`src/rtl/alu_seq_controller.sv`:
```
// alu_seq_controller: debounced three-button operand/opcode capture driving a registered ALU with flags
// Ports: i_clock clock; i_reset sync active-low reset; i_switches operand/opcode source;
//        i_pulsadores raw buttons (bit0 load A, bit1 load B, bit2 load op);
//        o_result/o_zero/o_carry/o_overflow registered ALU outputs; o_valid held result valid;
//        o_error sticky sequence/opcode error; o_state FSM code.
// Optional: define ALU_CHAIN_EN to allow pulse2 in S_DONE to reload A from o_result and re-execute.
module alu_seq_controller #(
  parameter int NB_DATA = 8,
  parameter int NB_OPCODE = 6,
  parameter int N_PULSADORES = 3,
  parameter int DEBOUNCE_CYCLES = 4
) (
  input  logic                    i_clock,
  input  logic                    i_reset,
  input  logic [NB_DATA-1:0]      i_switches,
  input  logic [N_PULSADORES-1:0] i_pulsadores,
  output logic [NB_DATA-1:0]      o_result,
  output logic                    o_valid,
  output logic                    o_zero,
  output logic                    o_carry,
  output logic                    o_overflow,
  output logic                    o_error,
  output logic [2:0]              o_state
);
  localparam int CW = $clog2(DEBOUNCE_CYCLES + 1);
  localparam int M = NB_DATA - 1;
  localparam logic [NB_OPCODE-1:0] OP_ADD = NB_OPCODE'(6'b100000);
  localparam logic [NB_OPCODE-1:0] OP_SUB = NB_OPCODE'(6'b100010);
  localparam logic [NB_OPCODE-1:0] OP_AND = NB_OPCODE'(6'b100100);
  localparam logic [NB_OPCODE-1:0] OP_OR  = NB_OPCODE'(6'b100101);
  localparam logic [NB_OPCODE-1:0] OP_XOR = NB_OPCODE'(6'b100110);
  localparam logic [NB_OPCODE-1:0] OP_NOR = NB_OPCODE'(6'b100111);
  localparam logic [NB_OPCODE-1:0] OP_SRA = NB_OPCODE'(6'b000011);
  localparam logic [NB_OPCODE-1:0] OP_SRL = NB_OPCODE'(6'b000010);
`ifdef ALU_CHAIN_EN
  localparam logic [2:0] DONE_MASK = 3'b101;
`else
  localparam logic [2:0] DONE_MASK = 3'b001;
`endif
  typedef enum logic [2:0] {S_A = 3'd0, S_B = 3'd1, S_OP = 3'd2, S_EXEC = 3'd3, S_DONE = 3'd4} state_t;
  state_t state;
  logic [2:0] s1, s2, pulse, exp_mask;
  logic [NB_DATA-1:0] a, b, alu_r;
  logic [NB_OPCODE-1:0] op;
  logic [NB_DATA:0] sum, dif;
  logic alu_c, alu_v, alu_bad;
  logic unused_btn;
  assign unused_btn = ^i_pulsadores;
  assign o_state = state;
  always_ff @(posedge i_clock)
    if (!i_reset) begin
      s1 <= '0;
      s2 <= '0;
    end else begin
      s1 <= i_pulsadores[2:0];
      s2 <= s1;
    end
  for (genvar g = 0; g < 3; g++) begin : g_btn
    logic [CW-1:0] cnt;
    logic d, p;
    assign pulse[g] = p;
    // The level flips only after DEBOUNCE_CYCLES consecutive disagreeing samples; the
    // rising flip is also registered as the one-cycle pulse.
    always_ff @(posedge i_clock)
      if (!i_reset) begin
        cnt <= '0;
        d <= 1'b0;
        p <= 1'b0;
      end else begin
        p <= 1'b0;
        if (s2[g] == d) cnt <= '0;
        else if (cnt == CW'(DEBOUNCE_CYCLES - 1)) begin
          cnt <= '0;
          d <= ~d;
          p <= ~d;
        end else cnt <= cnt + 1'b1;
      end
  end
  assign sum = {1'b0, a} + {1'b0, b};
  assign dif = {1'b0, a} - {1'b0, b};
  always_comb
    exp_mask = state == S_A ? 3'b001 : state == S_B ? 3'b010 : state == S_OP ? 3'b100 :
               state == S_DONE ? DONE_MASK : 3'b000;
  always_comb begin
    alu_r = '0;
    alu_c = 1'b0;
    alu_v = 1'b0;
    alu_bad = 1'b0;
    case (op)
      OP_ADD: begin
        alu_r = sum[M:0];
        alu_c = sum[NB_DATA];
        alu_v = (a[M] == b[M]) && (sum[M] != a[M]);
      end
      OP_SUB: begin
        alu_r = dif[M:0];
        alu_c = dif[NB_DATA];
        alu_v = (a[M] != b[M]) && (dif[M] != a[M]);
      end
      OP_AND: alu_r = a & b;
      OP_OR:  alu_r = a | b;
      OP_XOR: alu_r = a ^ b;
      OP_NOR: alu_r = ~(a | b);
      // Shift amounts of NB_DATA or more saturate to all-sign / all-zero by operator semantics.
      OP_SRA: alu_r = $signed(a) >>> b;
      OP_SRL: alu_r = a >> b;
      default: alu_bad = 1'b1;
    endcase
  end
  always_ff @(posedge i_clock)
    if (!i_reset) begin
      state <= S_A;
      a <= '0;
      b <= '0;
      op <= '0;
      o_result <= '0;
      o_valid <= 1'b0;
      o_zero <= 1'b0;
      o_carry <= 1'b0;
      o_overflow <= 1'b0;
      o_error <= 1'b0;
    end else begin
      case (state)
        S_A: if (pulse[0]) begin
          a <= i_switches;
          o_error <= 1'b0;
          state <= S_B;
        end
        S_B: if (pulse[1]) begin
          b <= i_switches;
          state <= S_OP;
        end
        S_OP: if (pulse[2]) begin
          op <= i_switches[NB_OPCODE-1:0];
          state <= S_EXEC;
        end
        S_EXEC: begin
          o_result <= alu_r;
          o_zero <= alu_r == '0;
          o_carry <= alu_c;
          o_overflow <= alu_v;
          o_valid <= 1'b1;
          if (alu_bad) o_error <= 1'b1;
          state <= S_DONE;
        end
        S_DONE: if (pulse[0]) begin
          a <= i_switches;
          o_error <= 1'b0;
          o_valid <= 1'b0;
          state <= S_B;
        end
`ifdef ALU_CHAIN_EN
        else if (pulse[2]) begin
          a <= o_result;
          op <= i_switches[NB_OPCODE-1:0];
          state <= S_EXEC;
        end
`endif
        default: state <= S_A;
      endcase
      // Placed last so an out-of-order pulse wins over the clear done by a simultaneous pulse0.
      if (|(pulse & ~exp_mask)) o_error <= 1'b1;
    end
endmodule

```
`config.mk`:
```
export PLATFORM = sky130hd
export DESIGN_NAME = alu_seq_controller
export DESIGN_NICKNAME = d
export VERILOG_FILES = /design/src/rtl/alu_seq_controller.sv
export SDC_FILE = /design/constraint.sdc
export NUM_CORES = 1
export LEC_CHECK = 0
export CORE_MARGIN = 3
export CORE_UTILIZATION = 64
export DETAILED_ROUTE_END_ITERATION = 7
export DONT_BUFFER_PORTS = 1
export GPL_TIMING_DRIVEN = 0
export HOLD_SLACK_MARGIN = 0.1
export PLACE_DENSITY = 0.8
export SYNTH_ARGS = -nofsm -noshare
export SYNTH_HDL_FRONTEND = slang
export SYNTH_SLANG_ARGS = --single-unit
```
`constraint.sdc`:
```
create_clock -name i_clock -period 3.7 [get_ports i_clock]
set_input_delay 0.74 -clock i_clock [delete_from_list [all_inputs] [get_ports i_clock]]
set_output_delay 0.74 -clock i_clock [all_outputs]
set_load 0.01 [all_outputs]
```
==> run metrics, run 1 <==
status=complete, no violations; post-layout util=73.9%; Leak=1.59 nW; Fillers=433; max_cap viols=0; Num CTS Buffers=9; critical path arrival=3730 ps; Design Area, Final=4200 sq um; Detailed Routing Iterations Pass 1=5; flops & latches, synth=59; Cell Count, Final, Fillers Out=576; crit path launch type=register; Nets=545; Routed WL per cell=19.4 um; vias per std cell=6.45; IO Port Bufs=0; core footprint=5680 sq um; number of library cell types mapped by synthesis=62; synthesized instance count=488; Post-DP Area=3970 sq um; DR DRC count=0; Max Fclk=291 MHz; Crit Path Max Fanout=9; Worst Hold Class=register to register; CTS tree=yes; Post-Synth Adder-Cell Area=11.0%; vias in the first global route=3506; n_diodes=0; post-DP HPWL=8.33 mm; Tmin final=3430 ps; Cell Rows=27; PwrDens=317 nW/um^2; Worst slew margin=23.6%; largest family of logic cells by synthesized area=simple AND/OR/NAND/NOR gates; Max rail drop VDD=326 uV; Detail Route Antenna Nets=0; Routability Congestion=1.00; sequential area share after synthesis=30.5%; area of the multi-input gates=2460 sq um; post-synthesis compound-gate area fraction=20.5%; CTS Root Cell=clkbuf_8; final setup violation count=0; Synth Area in Simple Gates=21.3%; htree depth=3; Worst Tran Pin Value=1130 ps; Setup crit end kind=register; Reg clk slew, reported paths=80 ps; total track usage=32.1%; overflow left after global routing=0; Die Wd=83.8 um; Initial Util=68.3%; Fin. Hold Viols=0; Placed Instances=560; Hold-fix buffers, CTS=0; die extent in y=83.8 um; Post-synth EDFFs=0; Post-Syn Area=3870 sq um; clock buffer depth=2; post-synth top area cell=dfxtp_1; commonest cells after routing, fill and taps aside=72 x nor2_1, 59 x dfxtp_1, 44 x a21oi_1; RSZ-0062 raised after global routing=false; Primary FF master, synth=dfxtp_1; Register Area=1180 sq um; Synth Area in XOR/XNOR=4.07%; asr flop ratio synth=0%; multiplexer share of the synthesized area=6.39%; Worst EP required=3990 ps; Die Area=7020 sq um; largest net degree at the start of global routing=13; synth-to-layout area growth=8.27%; Ys Warns=0; total nets after synthesis=534; Via Count=3718; clock skew=7.85 ps; Total Routed Length=11.2 mm; first-pass GRT wire length=17.9 mm; fin crit share=92.8%; TritonCTS sink count=59; layout cells sized above 1=5.75%; top cells by area, synth=dfxtp_1 30%, ha_1 10%, nor2_1 7.0%, a21oi_1 5.7%, mux2i_1 4.6%; initial antenna violation count=0; Setup CP Type=register to register; IO Pins=29; synthesized area per cell=7.94 sq um; Clock Latency Late Sink=340 ps; post-synth top area share=30.5%; Fin Setup TNS=0 ps; Final Max Tran Viols=0; commonest non-fill, non-tap cell in the layout=nor2_1; drt initial violations=333
## path summary, 6_finish.rpt
check / start / to / slack (ps) / depth (start not counted)
worst max-delay path: b[3] / o_zero / 270 / 12
worst min-delay path: g_btn[2].cnt[0] / g_btn[2].cnt[0] / 420 / 1
worst max register to register: b[3] / o_zero / 270 / 12
worst min register to register: g_btn[2].cnt[0] / g_btn[2].cnt[0] / 420 / 1
## metal layers
metal  wire length (um)  part of all wire (%)  vias up  global-route usage, %
li1                   -                     -     1748                      -
met3                850                   7.6       37                   6.71
met1               4580                    41     1760                   40.0
met5                  0                     0        -                      0
met4                440                   3.9        0                   14.9
met2               5330                    48      173                   53.1
## what timing repair did
action,in CTS,in global routing
resized for setup,0,1
endpoints found under the setup margin,0,1
hold endpoints to repair,0,0
buffers inserted,0,0
## power breakdown
part           internal, mW  total, mW  switching, mW
Combinational       0.00498     0.0180         0.0131
Sequential            0.639      0.641        0.00226
Clock                 0.383      0.671          0.287
Total                  1.03       1.33          0.302
## worst max-delay path, stage by stage, from the launching register on
cell,delay [ps]
dfxtp_1,340
clkbuf_1,370
inv_1,270
ha_1,340
clkbuf_1,280
inv_1,140
a221oi_2,380
or4_1,160
o311ai_1,110
xnor2_1,180
a221o_1,400
nor3_1,250
a32o_1,150
## flip-flops by register name, summed over array words and instances, names as in the netlist
register,cells
b,8
o_carry,1
o_result,8
o_zero,1
g_btn.d,3
g_btn.cnt,9
o_valid,1
op,6
o_state,3
o_error,1
s1,3
o_overflow,1
g_btn.p,3
a,8
s2,3
## cell type report
cell class	count	share of cell area, %
inverters	31	2.77
plain buffers	31	2.95
multi-input cells	367	58.6
flip-flops and latches	59	28.2
clock buffers	9	2.95
well taps	72	2.15
clock inverters	7	2.39
## through the flow
stage | hold slack [ps] | setup WS [ps] | power [mW]
2_1_floorplan | 399 | 974 | 0.667
3_3_place_gp | 407 | 270 | 0.672
3_5_place_dp | 413 | 266 | 0.673
4_1_cts | 427 | 240 | 1.33
5_1_grt | 450 | 7.81 | 1.36
6_report | 425 | 265 | 1.33
## kinds of logic after synthesis
| kind of cell | Yosys count |
|---|---|
| compound gates | 122 |
| xor+xnor | 18 |
| fa+ha+maj | 33 |
| buf+inv | 62 |
| flops | 59 |
| mux | 21 |
| simple gates | 173 |
## synthesized netlist by cell type (all sizes together) (2+ instances only)
| library cell | count |
|---|---|
| nand3b | 3 |
| nand2 | 40 |
| o211ai | 3 |
| o31ai | 3 |
| o21bai | 3 |
| xor2 | 2 |
| ha | 31 |
| o41ai | 3 |
| a21oi | 44 |
| a21o | 3 |
| or4 | 2 |
| xnor2 | 16 |
| fa | 2 |
| nor3b | 2 |
| o211a | 2 |
| clkinv | 2 |
| buf | 7 |
| o22ai | 2 |
| mux4 | 3 |
| clkbuf | 24 |
| and3 | 2 |
| a31oi | 6 |
| a22oi | 3 |
| nor4 | 3 |
| a221o | 2 |
| a41oi | 2 |
| o311ai | 3 |
| a211o | 2 |
| or3 | 4 |
| a21boi | 2 |
| dfxtp | 59 |
| and3b | 2 |
| nor3 | 12 |
| inv | 29 |
| a211oi | 9 |
| nand2b | 3 |
| nand3 | 8 |
| and4b | 3 |
| nand4 | 4 |
| nor2 | 72 |
| nor2b | 4 |
| a221oi | 3 |
| mux2i | 18 |
| and2 | 7 |
| o21ai | 17 |
(Power assumes the default switching activity.)
==> run 2: changes to the inputs <==
PLACE_DENSITY = 0.89   (was 0.8)
==> run 2 against run 1 <==
  * Worst hold slack worse by 3.1 ps
  * First-iteration DRC count is 34% higher
  * Clock power is 1% lower
  * Final area decreased by 0.15%
  * Clock skew increased by 6.9 ps
  * Global-route usage fell by 0.34 points
  * Core utilization shrank 0.11 points
  * Sequential share of layout area barely moved
  * Non-clock buffer count unchanged
  * Fmax is 0.54% higher
  * Register-to-register slack gained 20 ps
  * Wire length down 2.9%
==> run metrics, run 2 (same netlist as run 1, synthesis figures left out) <==
status=complete, no violations; commonest cells after routing, fill and taps aside=72 x nor2_1, 59 x dfxtp_1, 44 x a21oi_1; total track usage=31.8%; PwrDens=315 nW/um^2; postcts setup bufs=0; Worst Hold Slack=422 ps; RSZ-0062 raised after global routing=false; drt initial violations=447; first-pass GRT wire length=17.9 mm; Top reg by flops=g_btn.cnt; die extent in y=83.8 um; GR peak layer=met2; largest net degree at the start of global routing=13; Hold-fix buffers, CTS=0; Via Count=3722; max FFs per register=9; Worst Hold Class=register to register; Post-CTS Resized=0; Crit Path Max Fanout=9; Hold Path Stages=1; core footprint=5680 sq um; final setup violation count=0; htree depth=3; final setup slack of the worst path=284 ps; initial antenna violation count=0; Routed WL per cell=18.9 um; post-DP HPWL=8.19 mm; CTS Root Cell=clkbuf_8; Worst EP required=3990 ps; Setup WS pre-CTS=460 ps; Routability Congestion=1.05; Die Wd=83.8 um; Initial Util=68.3%; vias per std cell=6.46; Final Max Tran Viols=0; Total Routed Length=10.9 mm; routing usage on met3=8.98%; Detailed Routing Iterations Pass 1=5; Fin. Hold Viols=0; Num CTS Buffers=9; IO Port Bufs=0; max_cap viols=0; vias in the first global route=3649; Max rail drop VDD=300 uV; commonest non-fill, non-tap cell in the layout=nor2_1; met2 Use GR=53.6%; Die Area=7020 sq um; worst reg2reg path depth=12; TritonCTS sink count=59; critical path arrival=3700 ps; CTS tree=yes; n_diodes=0; Clock Latency Late Sink=350 ps; Cell Rows=27; Detail Route Antenna Nets=0; overflow left after global routing=0; Fin Setup TNS=0 ps; IO Pins=29; Nets=545; Leak=1.59 nW; clock skew=14.7 ps; Worst slew margin=15.7%; Setup CP Type=register to register; Tmin final=3420 ps; layout cells sized above 1=5.56%; DR DRC count=0; Worst Tran Pin Value=1250 ps; Max Fclk=293 MHz; fin crit share=92.3%; Setup crit end kind=register; GR Util met1=38.0%; clock buffer depth=2; crit path launch type=register; synth-to-layout area growth=8.10%; Reg clk slew, reported paths=70 ps
-- run 2: cell types whose count changed in the layout (fill, tap and decap cells not counted) --
cell / delta
a221oi_1: +1
a221oi_2: -1
-- run 2: final timing paths --
path,from,end,slack (ps)
worst min register to register,g_btn[1].cnt[0],g_btn[1].cnt[0],420
worst max register to register,b[3],o_zero,280
worst min-delay path,g_btn[1].cnt[0],g_btn[1].cnt[0],420
worst max-delay path,b[3],o_zero,280
-- run 2: cell type report --
type | instances | area (sq um)
Buffer | 31 | 124
Clock buffer | 9 | 124
Clock inverter | 7 | 100
Fill cell | 447 | 1490
Inverter | 31 | 116
Multi-Input combinational cell | 367 | 2450
Sequential cell | 59 | 1180
Tap cell | 72 | 90.1
-- run 2: critical path, stage by stage (launching register included) --
cell      delay (ps)
dfxtp_1          370
clkbuf_1         350
inv_1            220
ha_1             320
clkbuf_1         270
inv_1            120
a221oi_1         440
or4_1            180
o311ai_1         120
xnor2_1          150
a221o_1          390
nor3_1           270
a32o_1           160
-- run 2: layer usage --
metal  vias to the layer above  share of wire (%)
met2                       186                 48
met4                         0                3.2
met3                        29                8.9
met5                         -                  0
met1                      1765                 40
li1                       1742                  -
-- run 2: metrics by stage --
stage	cell area [sq um]	util, %	cells	power [mW]
after detailed placement	3970	69.9	560	0.673
final	4190	73.8	576	1.32
after global routing	4190	73.8	576	1.36
after global placement	3970	69.9	560	0.672
after floorplan	3870	-	488	0.667
after CTS	4190	73.8	576	1.33
-- run 2: report_power, final --
group          switching [mW]  leakage, nW  internal [mW]  total [mW]
clock network           0.279        0.114          0.383       0.662
logic                  0.0127        0.999        0.00497      0.0176
registers             0.00214        0.477          0.639       0.641
